$ cat config.mk
export PLATFORM = sky130hd
export DESIGN_NAME = aes128_round_ctrl_flat
export DESIGN_NICKNAME = d
export VERILOG_FILES = /design/src/rtl/aes128_ctrl_pkg.sv /design/src/rtl/aes128_round_ctrl_if.sv /design/src/rtl/aes128_rcon_gen.sv /design/src/rtl/aes128_round_ctrl.sv /design/src/flat_wrapper.sv
export SDC_FILE = /design/constraint.sdc
export NUM_CORES = 1
export LEC_CHECK = 0
export BUFFER_PORTS_ARGS = -buffer_cell sky130_fd_sc_hd__buf_2
export CAP_MARGIN = 40
export CORE_AREA = 2 2 48 50
export DETAILED_ROUTE_END_ITERATION = 12
export DIE_AREA = 0 0 50 52
export HOLD_SLACK_MARGIN = 0.03
export PLACE_DENSITY_LB_ADDON = 0.2
export SLEW_MARGIN = 15
export SYNTH_ARGS = -nofsm -noshare
export SYNTH_HDL_FRONTEND = slang
export SYNTH_HIERARCHICAL = 1
export SYNTH_SLANG_ARGS = --single-unit
$ cat constraint.sdc
create_clock -name clk -period 4.96 [get_ports clk]
set_clock_uncertainty 0.1 [all_clocks]
set_input_delay 0.744 -clock clk [delete_from_list [all_inputs] [get_ports clk]]
set_output_delay 0.744 -clock clk [all_outputs]
set_load 0.02 [all_outputs]
$ cat src/rtl/aes128_ctrl_pkg.sv
// Shared types and helpers for the AES-128 round sequencing controller.
package aes128_ctrl_pkg;

   typedef enum logic [1:0] {
      IDLE  = 2'd0,
      ROUND = 2'd1,
      FINAL = 2'd2,
      DONE  = 2'd3
   } state_e;

   localparam int          NR_AES128 = 10;
   localparam logic [7:0]  RCON_INIT = 8'h01;

   // GF(2^8) multiply-by-two using the AES reduction polynomial.
   function automatic logic [7:0] xtime(input logic [7:0] x);
      return {x[6:0], 1'b0} ^ (x[7] ? 8'h1B : 8'h00);
   endfunction

endpackage

$ cat src/rtl/aes128_round_ctrl_if.sv
// Control bus between the round controller (master) and the AES datapath / block user (slave).
//
// Handshakes: a transfer happens in a cycle where both valid and ready are 1.
// in_valid/in_ready accepts one plaintext+key; out_valid/out_ready hands off one
// ciphertext. out_valid, once raised, stays high until the cycle out_ready is seen.
// abort is a level sampled on the clock edge and cancels the block in flight.
interface aes128_round_ctrl_if;
   logic       in_valid;
   logic       in_ready;
   logic       out_valid;
   logic       out_ready;
   logic       abort;
   logic       ld_state;
   logic       key_ld;
   logic       rnd_en;
   logic       key_en;
   logic       last_rnd;
   logic [3:0] round;
   logic [7:0] rcon;
   logic       busy;

   modport master (
      input  in_valid, out_ready, abort,
      output in_ready, out_valid, ld_state, key_ld, rnd_en, key_en,
             last_rnd, round, rcon, busy
   );

   modport slave (
      output in_valid, out_ready, abort,
      input  in_ready, out_valid, ld_state, key_ld, rnd_en, key_en,
             last_rnd, round, rcon, busy
   );
endinterface

$ cat src/rtl/aes128_rcon_gen.sv
// Round-constant register: loads 0x01 at block start, steps by xtime each round.
module aes128_rcon_gen
   import aes128_ctrl_pkg::*;
(
   input  logic       clk,
   input  logic       rst,
   input  logic       load_i,
   input  logic       adv_i,
   output logic [7:0] rcon_o
);

   logic [7:0] rcon_q;
   logic [7:0] rcon_d;

   // Load has priority so a fresh block always starts from the first constant.
   always_comb begin
      rcon_d = rcon_q;
      if (load_i) begin
         rcon_d = RCON_INIT;
      end else if (adv_i) begin
         rcon_d = xtime(rcon_q);
      end
   end

   // Rcon register.
   always_ff @(posedge clk or posedge rst) begin
      if (rst) begin
         rcon_q <= RCON_INIT;
      end else begin
         rcon_q <= rcon_d;
      end
   end

   assign rcon_o = rcon_q;

endmodule

$ cat src/rtl/aes128_round_ctrl.sv
// Sequencer for the iterative AES-128 datapath: initial AddRoundKey, rounds 1-9,
// final round, then holds the result until the consumer takes it.
module aes128_round_ctrl
   import aes128_ctrl_pkg::*;
#(
   parameter int ROUND_CYC = 1,          // cycles per round, 1..8
   parameter int NR        = NR_AES128   // only 10 is meaningful
) (
   input  logic                 clk,
   input  logic                 rst,
   aes128_round_ctrl_if.master  bus,
   output state_e               dbg_state_o
);

   state_e     state_q, state_d;
   logic [3:0] round_q, round_d;
   logic [2:0] sub_q,   sub_d;

   logic       accept;
   logic       last_sub;
   logic       in_round;
   logic       step;
   logic [7:0] rcon_reg;

   // Accept only from IDLE; abort wins over in_valid, and nothing leaves reset.
   assign accept   = (state_q == IDLE) && bus.in_valid && !bus.abort && !rst;
   assign last_sub = (sub_q == 3'(ROUND_CYC - 1));
   assign in_round = (state_q == ROUND) || (state_q == FINAL);
   assign step     = in_round && last_sub;

   // Next-state logic: abort cancels everything and returns to a clean IDLE.
   always_comb begin
      state_d = state_q;
      round_d = round_q;
      sub_d   = sub_q;
      if (bus.abort) begin
         state_d = IDLE;
         round_d = 4'd0;
         sub_d   = 3'd0;
      end else begin
         case (state_q)
            IDLE: begin
               if (bus.in_valid) begin
                  state_d = ROUND;
                  round_d = 4'd1;
                  sub_d   = 3'd0;
               end
            end
            ROUND: begin
               if (last_sub) begin
                  sub_d   = 3'd0;
                  round_d = round_q + 4'd1;
                  if (round_q == 4'(NR - 1)) begin
                     state_d = FINAL;
                  end
               end else begin
                  sub_d = sub_q + 3'd1;
               end
            end
            FINAL: begin
               if (last_sub) begin
                  sub_d   = 3'd0;
                  state_d = DONE;
               end else begin
                  sub_d = sub_q + 3'd1;
               end
            end
            DONE: begin
               if (bus.out_ready) begin
                  state_d = IDLE;
                  round_d = 4'd0;
               end
            end
            default: begin
               state_d = IDLE;
               round_d = 4'd0;
               sub_d   = 3'd0;
            end
         endcase
      end
   end

   // State, round number and sub-cycle registers.
   always_ff @(posedge clk or posedge rst) begin
      if (rst) begin
         state_q <= IDLE;
         round_q <= 4'd0;
         sub_q   <= 3'd0;
      end else begin
         state_q <= state_d;
         round_q <= round_d;
         sub_q   <= sub_d;
      end
   end

   aes128_rcon_gen u_rcon (
      .clk    (clk),
      .rst    (rst),
      .load_i (accept),
      .adv_i  (step),
      .rcon_o (rcon_reg)
   );

   // in_ready is gated by rst so every output reads 0 while reset is held;
   // all other outputs besides the load strobes decode registered state only.
   assign bus.in_ready  = (state_q == IDLE) && !rst;
   assign bus.ld_state  = accept;
   assign bus.key_ld    = accept;
   assign bus.rnd_en    = step;
   assign bus.key_en    = step;
   assign bus.last_rnd  = (state_q == FINAL);
   assign bus.out_valid = (state_q == DONE);
   assign bus.round     = round_q;
   assign bus.rcon      = in_round ? rcon_reg : 8'h00;
   assign bus.busy      = (state_q != IDLE);
   assign dbg_state_o   = state_q;

endmodule

$ cat src/flat_wrapper.sv
// flat-port wrapper written by rule: the top's interface ports become plain ports
module aes128_round_ctrl_flat import aes128_ctrl_pkg::*;
#(
   parameter int ROUND_CYC = 1,                                   
   parameter int NR        = NR_AES128                           
)
  (clk, rst, dbg_state_o, bus_in_valid, bus_out_ready, bus_abort, bus_in_ready, bus_out_valid, bus_ld_state, bus_key_ld, bus_rnd_en, bus_key_en, bus_last_rnd, bus_round, bus_rcon, bus_busy);
  aes128_round_ctrl_if bus_i ();
  input  logic clk;
  input  logic rst;
  output state_e dbg_state_o;
  input wire logic [$bits(bus_i.in_valid)-1:0] bus_in_valid;
  input wire logic [$bits(bus_i.out_ready)-1:0] bus_out_ready;
  input wire logic [$bits(bus_i.abort)-1:0] bus_abort;
  output wire logic [$bits(bus_i.in_ready)-1:0] bus_in_ready;
  output wire logic [$bits(bus_i.out_valid)-1:0] bus_out_valid;
  output wire logic [$bits(bus_i.ld_state)-1:0] bus_ld_state;
  output wire logic [$bits(bus_i.key_ld)-1:0] bus_key_ld;
  output wire logic [$bits(bus_i.rnd_en)-1:0] bus_rnd_en;
  output wire logic [$bits(bus_i.key_en)-1:0] bus_key_en;
  output wire logic [$bits(bus_i.last_rnd)-1:0] bus_last_rnd;
  output wire logic [$bits(bus_i.round)-1:0] bus_round;
  output wire logic [$bits(bus_i.rcon)-1:0] bus_rcon;
  output wire logic [$bits(bus_i.busy)-1:0] bus_busy;
  assign bus_i.in_valid = bus_in_valid;
  assign bus_i.out_ready = bus_out_ready;
  assign bus_i.abort = bus_abort;
  assign bus_in_ready = bus_i.in_ready;
  assign bus_out_valid = bus_i.out_valid;
  assign bus_ld_state = bus_i.ld_state;
  assign bus_key_ld = bus_i.key_ld;
  assign bus_rnd_en = bus_i.rnd_en;
  assign bus_key_en = bus_i.key_en;
  assign bus_last_rnd = bus_i.last_rnd;
  assign bus_round = bus_i.round;
  assign bus_rcon = bus_i.rcon;
  assign bus_busy = bus_i.busy;
  aes128_round_ctrl #(.ROUND_CYC(ROUND_CYC), .NR(NR)) u_core (.clk(clk), .rst(rst), .bus(bus_i), .dbg_state_o(dbg_state_o));
endmodule
==> flow_summary.yaml, run 1 <==
cells_and_area:
  final_cell_mix: "buf_2 (26), dfrtp_1 (16), nor2_1 (11)"
  final_common_cell: "buf_2"
  layout.nets: 154
  synthToLayoutAreaGrowth_pct: 14.06
  drive_gt1_frac: 0.2786
  diodes: 0
routing:
  drc: 0
  wl_per_cell_microns: 13.06
  drt_iter0_markers: 11
  num_vias: 897
  ant_nets: 0
  drt_first_pass_iters: 4
  wirelength_microns: 2194
  vias_per_cell: 5.339
timing:
  timing.final.crit_period_ps: 2859
  tightest_slew_ps: 510.4
  hold_violations: 0
  rsz0062_at_grt: "false"
  setup_violations: 0
  tns_ps: 0
  drv_slew: 0
  fmax_ghz: 0.3498
  slew_headroom: 0.6598
  setup_ws_ps: 2101
  period_share: 0.5764
yosys:
  synth-main-ff-cell: "dfrtp_1"
  synth.distinct_cells: 43
  yosys_warnings: 6
  postSynth.asyncResetShare: 1.000
  syn_inst: 116
  synth_area_leader_cell: "dfrtp_1"
  ys_seq_area_frac: 0.3806
  synth_top_cell_area_share: 0.3571
  ys_seq_elements: 17
  syn_area_per_cell_sq_um: 9.664
  synthTopCellsByArea: "dfrtp_1 (36%), ha_1 (8.9%), and2_1 (5.0%)"
  syn_nets: 129
  synth_edf_count: 0
  synth_area_sq_um: 1121
clock_tree:
  clk_pin_slew_ps: 90
  clockRootBuffer: "clkbuf_4"
  clock-sinks: 17
  clk_path_buf_depth: 2
  post_cts_resized: 0
  tritoncts: "done"
  htreeDepth: 1
  cts_hold_buffers: 0
  post_cts_buffers: 0
  cts_buffers: 3
  clk_latency_ps: 290
global_routing:
  overflow: 0
  grt_pass1_wl_microns: 3484
  antenna_found_initial: 0
  grt_pass1_vias: 852
  grt_max_degree: 15
  track_usage: 0.1785
placed_design:
  dp_hpwl_microns: 1711
  port-buffer-count: 26
  gp_congestion: 0.7746
  pre_cts_slack_ps: 2409
worst_hold_path:
  hold_path_class: "in2async"
floorplan:
  die_x_microns: 50
  initial_core_util: 0.5324
  ios: 27
  die_area_sq_um: 2600
  core_area_sq_um: 2106
  die_h_microns: 52
  rows: 17
setup_path:
  startpoint_type: "register"
  end_kind: "output port"
  arrival_ps: 2010
  critPathRequiredTime_ps: 4120
  critPathKind: "reg2out"
  critical_path_peak_fanout: 14
power:
  power.density_nw_per_um2: 682.1
  irDropWorstVdd_mv: 0.4416
  p_leak_nw: 0.6440
run:
  cap_violations: 0
run_status:
  status: "complete, no violations"
sequential cells by signal, summed over array words and instances (netlist names):
signal / flops
u_core/u_rcon/rcon_o: 8
u_core/bus.round: 4
u_core/sub_q: 3
u_core/dbg_state_o: 2
stage by stage:
step,util,hold slack (ps),cell area [sq um],power (W),std cells
3_5_place_dp,0.5942,412.6,1251,0.0008053,164
6_report,0.6072,322.5,1279,0.0008722,168
2_1_floorplan,-,375.3,1121,0.0006843,116
4_1_cts,0.6072,314.9,1279,0.0008830,168
3_3_place_gp,0.5942,400.7,1251,0.0007908,164
5_1_grt,0.6072,331.7,1279,0.0009377,168
worst max-delay path: stages (launching register included):
cell and delay, ps:
dfrtp_1 440, inv_1 90, ha_1 440, and2_1 500, buf_2 260
path summary, 6_finish.rpt:
path,startpoint,to,slack (ps),depth (start not counted)
max,u_core/dbg_state_o[0]$_DFFE_PP0P_,bus_rnd_en,2100,4
min,rst,u_core/u_rcon/rcon_o[1]$_DFFE_PP0P_,320,2
max reg2reg,u_core/dbg_state_o[0]$_DFFE_PP0P_,u_core/u_rcon/rcon_o[0]$_DFFE_PP1P_,2910,5
min reg2reg,u_core/sub_q[1]$_DFFE_PP0P_,u_core/sub_q[1]$_DFFE_PP0P_,430,2
max in group asynchronous,rst,u_core/u_rcon/rcon_o[0]$_DFFE_PP1P_,4150,2
min in group clk,u_core/sub_q[1]$_DFFE_PP0P_,u_core/sub_q[1]$_DFFE_PP0P_,430,2
layer usage:
| metal | wire length (microns) | global-route usage | part of all wire |
|---|---|---|---|
| met1 | 934 | 0.1870 | 0.43 |
| met4 | 40 | 0.1065 | 0.018 |
| met2 | 1105 | 0.3289 | 0.50 |
| met5 | 0 | 0 | 0 |
| met3 | 113 | 0.03448 | 0.052 |
cell families after synthesis:
logic type,Yosys count,synth area share
flops,17,0.3806
simple gates,43,0.2243
compound gates,25,0.1786
xor+xnor,3,0.02344
mux,4,0.03572
buf+inv,16,0.06808
fa+ha+maj,8,0.08929
synth_stat cells, drive strengths merged, types with 2 or more instances:
cell and count:
dfrtp 16, nor2 11, and2 9, inv 9, ha 8, o21ai 5
buf 4, mux2i 4, a211oi 3, a21oi 3, clkbuf 3, nand2 3
nor2b 3, o31ai 3, xnor2 3, a211o 2, a32o 2, nand2b 2
nand3b 2, or2 2, or2b 2, or3 2
power breakdown:
| part | internal (W) | total, W | switching (W) |
|---|---|---|---|
| combinational | 0.000229 | 0.000556 | 0.000327 |
| sequential | 0.000192 | 0.000245 | 0.0000525 |
| clock | 0.0000300 | 0.0000710 | 0.0000410 |
| total | 0.000451 | 0.000872 | 0.000421 |
cell type report:
| type | count | area, sq um |
|---|---|---|
| tap | 28 | 35.03 |
| multi-input combinational | 83 | 618.1 |
| inverter | 9 | 33.78 |
| clock buffer | 3 | 22.52 |
| clock inverter | 1 | 5.005 |
| timing repair buffer | 27 | 137.6 |
| fill | 186 | 827.0 |
| sequential | 17 | 426.7 |
Note: power is estimated with default switching activity, not from simulation.
==> inputs of run 2 (changes only) <==
- ABC_AREA: unset -> 1
- CORE_AREA: 2 2 48 50 -> 2 2 53 55
- DIE_AREA: 0 0 50 52 -> 0 0 55 57
- clock period: 4.96 -> 2.6 ns (I/O delays scaled with it)
==> run 2 against run 1 <==
Against the previous run:
- via count is 20% higher
- register-to-register slack got worse by 2300 ps
- sequential power is 64% higher
- synthesized cell count up 39%
- clock power grew 97%
- hold slack improved by 74 ps
- global-route usage is 0.59 points lower
- worst setup slack worse by 1900 ps
- die area up 21%
- first-iteration DRC count shrank 9.1%
- largest power group unchanged
==> flow_summary.yaml, run 2 <==
run_status:
  status: "complete, no violations"
placed_design:
  dp_hpwl_microns: 1923
  port-buffer-count: 26
  dp.cells: 216
  gp_congestion: 0.7570
clock_tree:
  clk_latency_ps: 290
  htreeDepth: 1
  clk_path_buf_depth: 2
  clock-sinks: 17
  post_cts_buffers: 0
  post_cts_resized: 0
  clk_pin_slew_ps: 100
  clockRootBuffer: "clkbuf_4"
  cts_buffers: 3
  tritoncts: "done"
  cts_hold_buffers: 1
routing:
  drt_iter0_markers: 10
  num_vias: 1078
  vias_per_cell: 4.878
  wl_per_cell_microns: 11.13
  ant_nets: 0
  drc: 0
  drt_first_pass_iters: 4
  wirelength_microns: 2460
yosys:
  synth-main-ff-cell: "dfrtp_1"
  synth_edf_count: 0
  syn_area_per_cell_sq_um: 7.360
  synth_mux_area_frac: 0
  synth_xor_area_frac: 0.007392
  synth_simple_gate_area_frac: 0.3643
  synth_adder_area_share: 0.08448
  synthTopCellsByArea: "dfrtp_1 (34%), nand2_1 (15%), inv_1 (9.5%)"
  syn_inst: 161
  synth.distinct_cells: 25
  yosysMostFrequentCell: "nand2_1"
  synth_top_family_by_area: "simple AND/OR/NAND/NOR gates"
  ys_seq_elements: 17
  synth_top_cell_area_share: 0.3379
  synth_area_sq_um: 1185
  synth_compound_area_frac: 0.05280
  ys_seq_area_frac: 0.3601
  synth_area_leader_cell: "dfrtp_1"
  syn_nets: 174
  postSynth.asyncResetShare: 1.000
  yosys_warnings: 6
  synth_commonest_cells: "nand2_1 (46), inv_1 (30), dfrtp_1 (16)"
setup_path:
  end_kind: "output port"
  critPathKind: "reg2out"
  path_common_cell: "inv_1"
  path_cells: "inv_1 -> ha_1 -> inv_1 -> nor2_1 -> buf_2"
  critPathSlowestCell: "ha_1"
  critPathRequiredTime_ps: 2110
  arrival_ps: 1870
  critical_path_peak_fanout: 11
  startpoint_type: "register"
  slowest_delay_ps: 490
timing:
  drv_slew: 0
  rsz0062_at_grt: "false"
  setup_violations: 0
  tightest_slew_ps: 368.8
  period_share: 0.9059
  hold_violations: 0
  fmax_ghz: 0.4246
  slew_headroom: 0.7539
  fin_hold_ws_ps: 396.1
  tns_ps: 0
  timing.final.crit_period_ps: 2355
cells_and_area:
  diodes: 0
  stdcell_count: 221
  drive_gt1_frac: 0.2579
  utilization: 0.5254
  final_cell_mix: "nand2_1 (46), inv_1 (30), buf_2 (26)"
  layout.nets: 204
  fill_cells: 262
  largest_reg_flops: 8
  final_common_cell: "nand2_1"
  synthToLayoutAreaGrowth_pct: 15.95
floorplan:
  rows: 19
  core_area_sq_um: 2615
  ios: 27
  die_h_microns: 57
  initial_core_util: 0.4531
  die_area_sq_um: 3135
  die_x_microns: 55
global_routing:
  overflow: 0
  antenna_found_initial: 0
  grt_pass1_vias: 965
  grt_pass1_wl_microns: 4029
  track_usage: 0.1726
  grt_max_degree: 12
worst_hold_path:
  hold_path_class: "in2reg"
power:
  irDropWorstVdd_mv: 0.7177
  swShare: 0.5125
  cell_internal_pwr_w: 0.0006490
  clkPwrFrac: 0.105
  seq_power_share: 0.303
  comb_power_share: 0.592
  switchingPower_w: 0.0006822
  power.density_nw_per_um2: 969.0
  p_leak_nw: 0.8166
run:
  cap_violations: 0
==> run 2: cell types whose count changed after synthesis, moves of 4 or more <==
cell / before / now
mux2i_1: 4 / 0
nand3_1: 1 / 11
and2_1: 9 / 0
nand4_1: 1 / 5
inv_1: 9 / 30
nand2_1: 3 / 46
==> run 2: area by class of cell <==
type | instances | area, sq um | share of cell area
multi-input combinational | 107 | 603.1 | 0.4390
clock buffer | 4 | 26.28 | 0.01913
sequential | 17 | 426.7 | 0.3106
tap | 31 | 38.79 | 0.02823
inverter | 33 | 123.9 | 0.09016
timing repair buffer | 29 | 155.1 | 0.1129
==> run 2: cell families after synthesis <==
logic type | after synthesis
and+or+nand+nor | 87
buffers and inverters | 37
DFF | 17
AOI/OAI and AO/OA | 11
adders and majority gates | 8
xor gates and xnor gates | 1
==> run 2: stage by stage <==
step           power (W)  instance area [sq um]  setup slack (ps)
6_report        0.001331                   1374             244.6
5_1_grt         0.001461                   1374             96.64
4_1_cts         0.001344                   1374             257.2
3_5_place_dp    0.001197                   1338             603.5
3_3_place_gp    0.001188                   1338             669.3
2_1_floorplan  0.0009958                   1185             45.46
==> run 2: worst max-delay path, delay by kind of cell (launching register included) <==
| kind | cells | cell delay, ps |
|---|---|---|
| AND/OR/NAND/NOR | 1 | 220 |
| adder cells (fa/ha/maj) | 1 | 490 |
| flip-flops | 1 | 450 |
| buffers and inverters | 3 | 420 |
==> run 2: path summary, 6_finish.rpt <==
check / startpoint / endpoint / slack (ps) / cells past startpoint
max in group asynchronous: rst / u_core/sub_q[1]$_DFFE_PP0P_ / 1580 / 3
max: u_core/dbg_state_o[0]$_DFFE_PP0P_ / bus_key_en / 240 / 5
max reg2reg: u_core/dbg_state_o[0]$_DFFE_PP0P_ / u_core/u_rcon/rcon_o[4]$_DFFE_PP0P_ / 570 / 9
min: bus_in_valid / u_core/sub_q[2]$_DFFE_PP0P_ / 400 / 4
min reg2reg: u_core/u_rcon/rcon_o[4]$_DFFE_PP0P_ / u_core/u_rcon/rcon_o[5]$_DFFE_PP0P_ / 400 / 2
min in group asynchronous: rst / u_core/u_rcon/rcon_o[1]$_DFFE_PP0P_ / 530 / 3
==> run 2: power groups by stage <==
stage	combinational, W	clock [W]	sequential [W]
after floorplan	0.000573	0	0.000423
after global placement	0.000783	0	0.000405
after detailed placement	0.000788	0	0.000409
after CTS	0.000793	0.000148	0.000404
after global routing	0.000886	0.000160	0.000414
final	0.000788	0.000140	0.000403
==> run 2: layer usage <==
| layer | up-vias | GRT usage | wire length, microns |
|---|---|---|---|
| met3 | 4 | 0.02618 | 124 |
| met4 | 0 | 0.07317 | 35 |
| met1 | 491 | 0.2134 | 1060 |
| met5 | - | 0 | 0 |
| li1 | 547 | - | - |
| met2 | 36 | 0.2908 | 1239 |
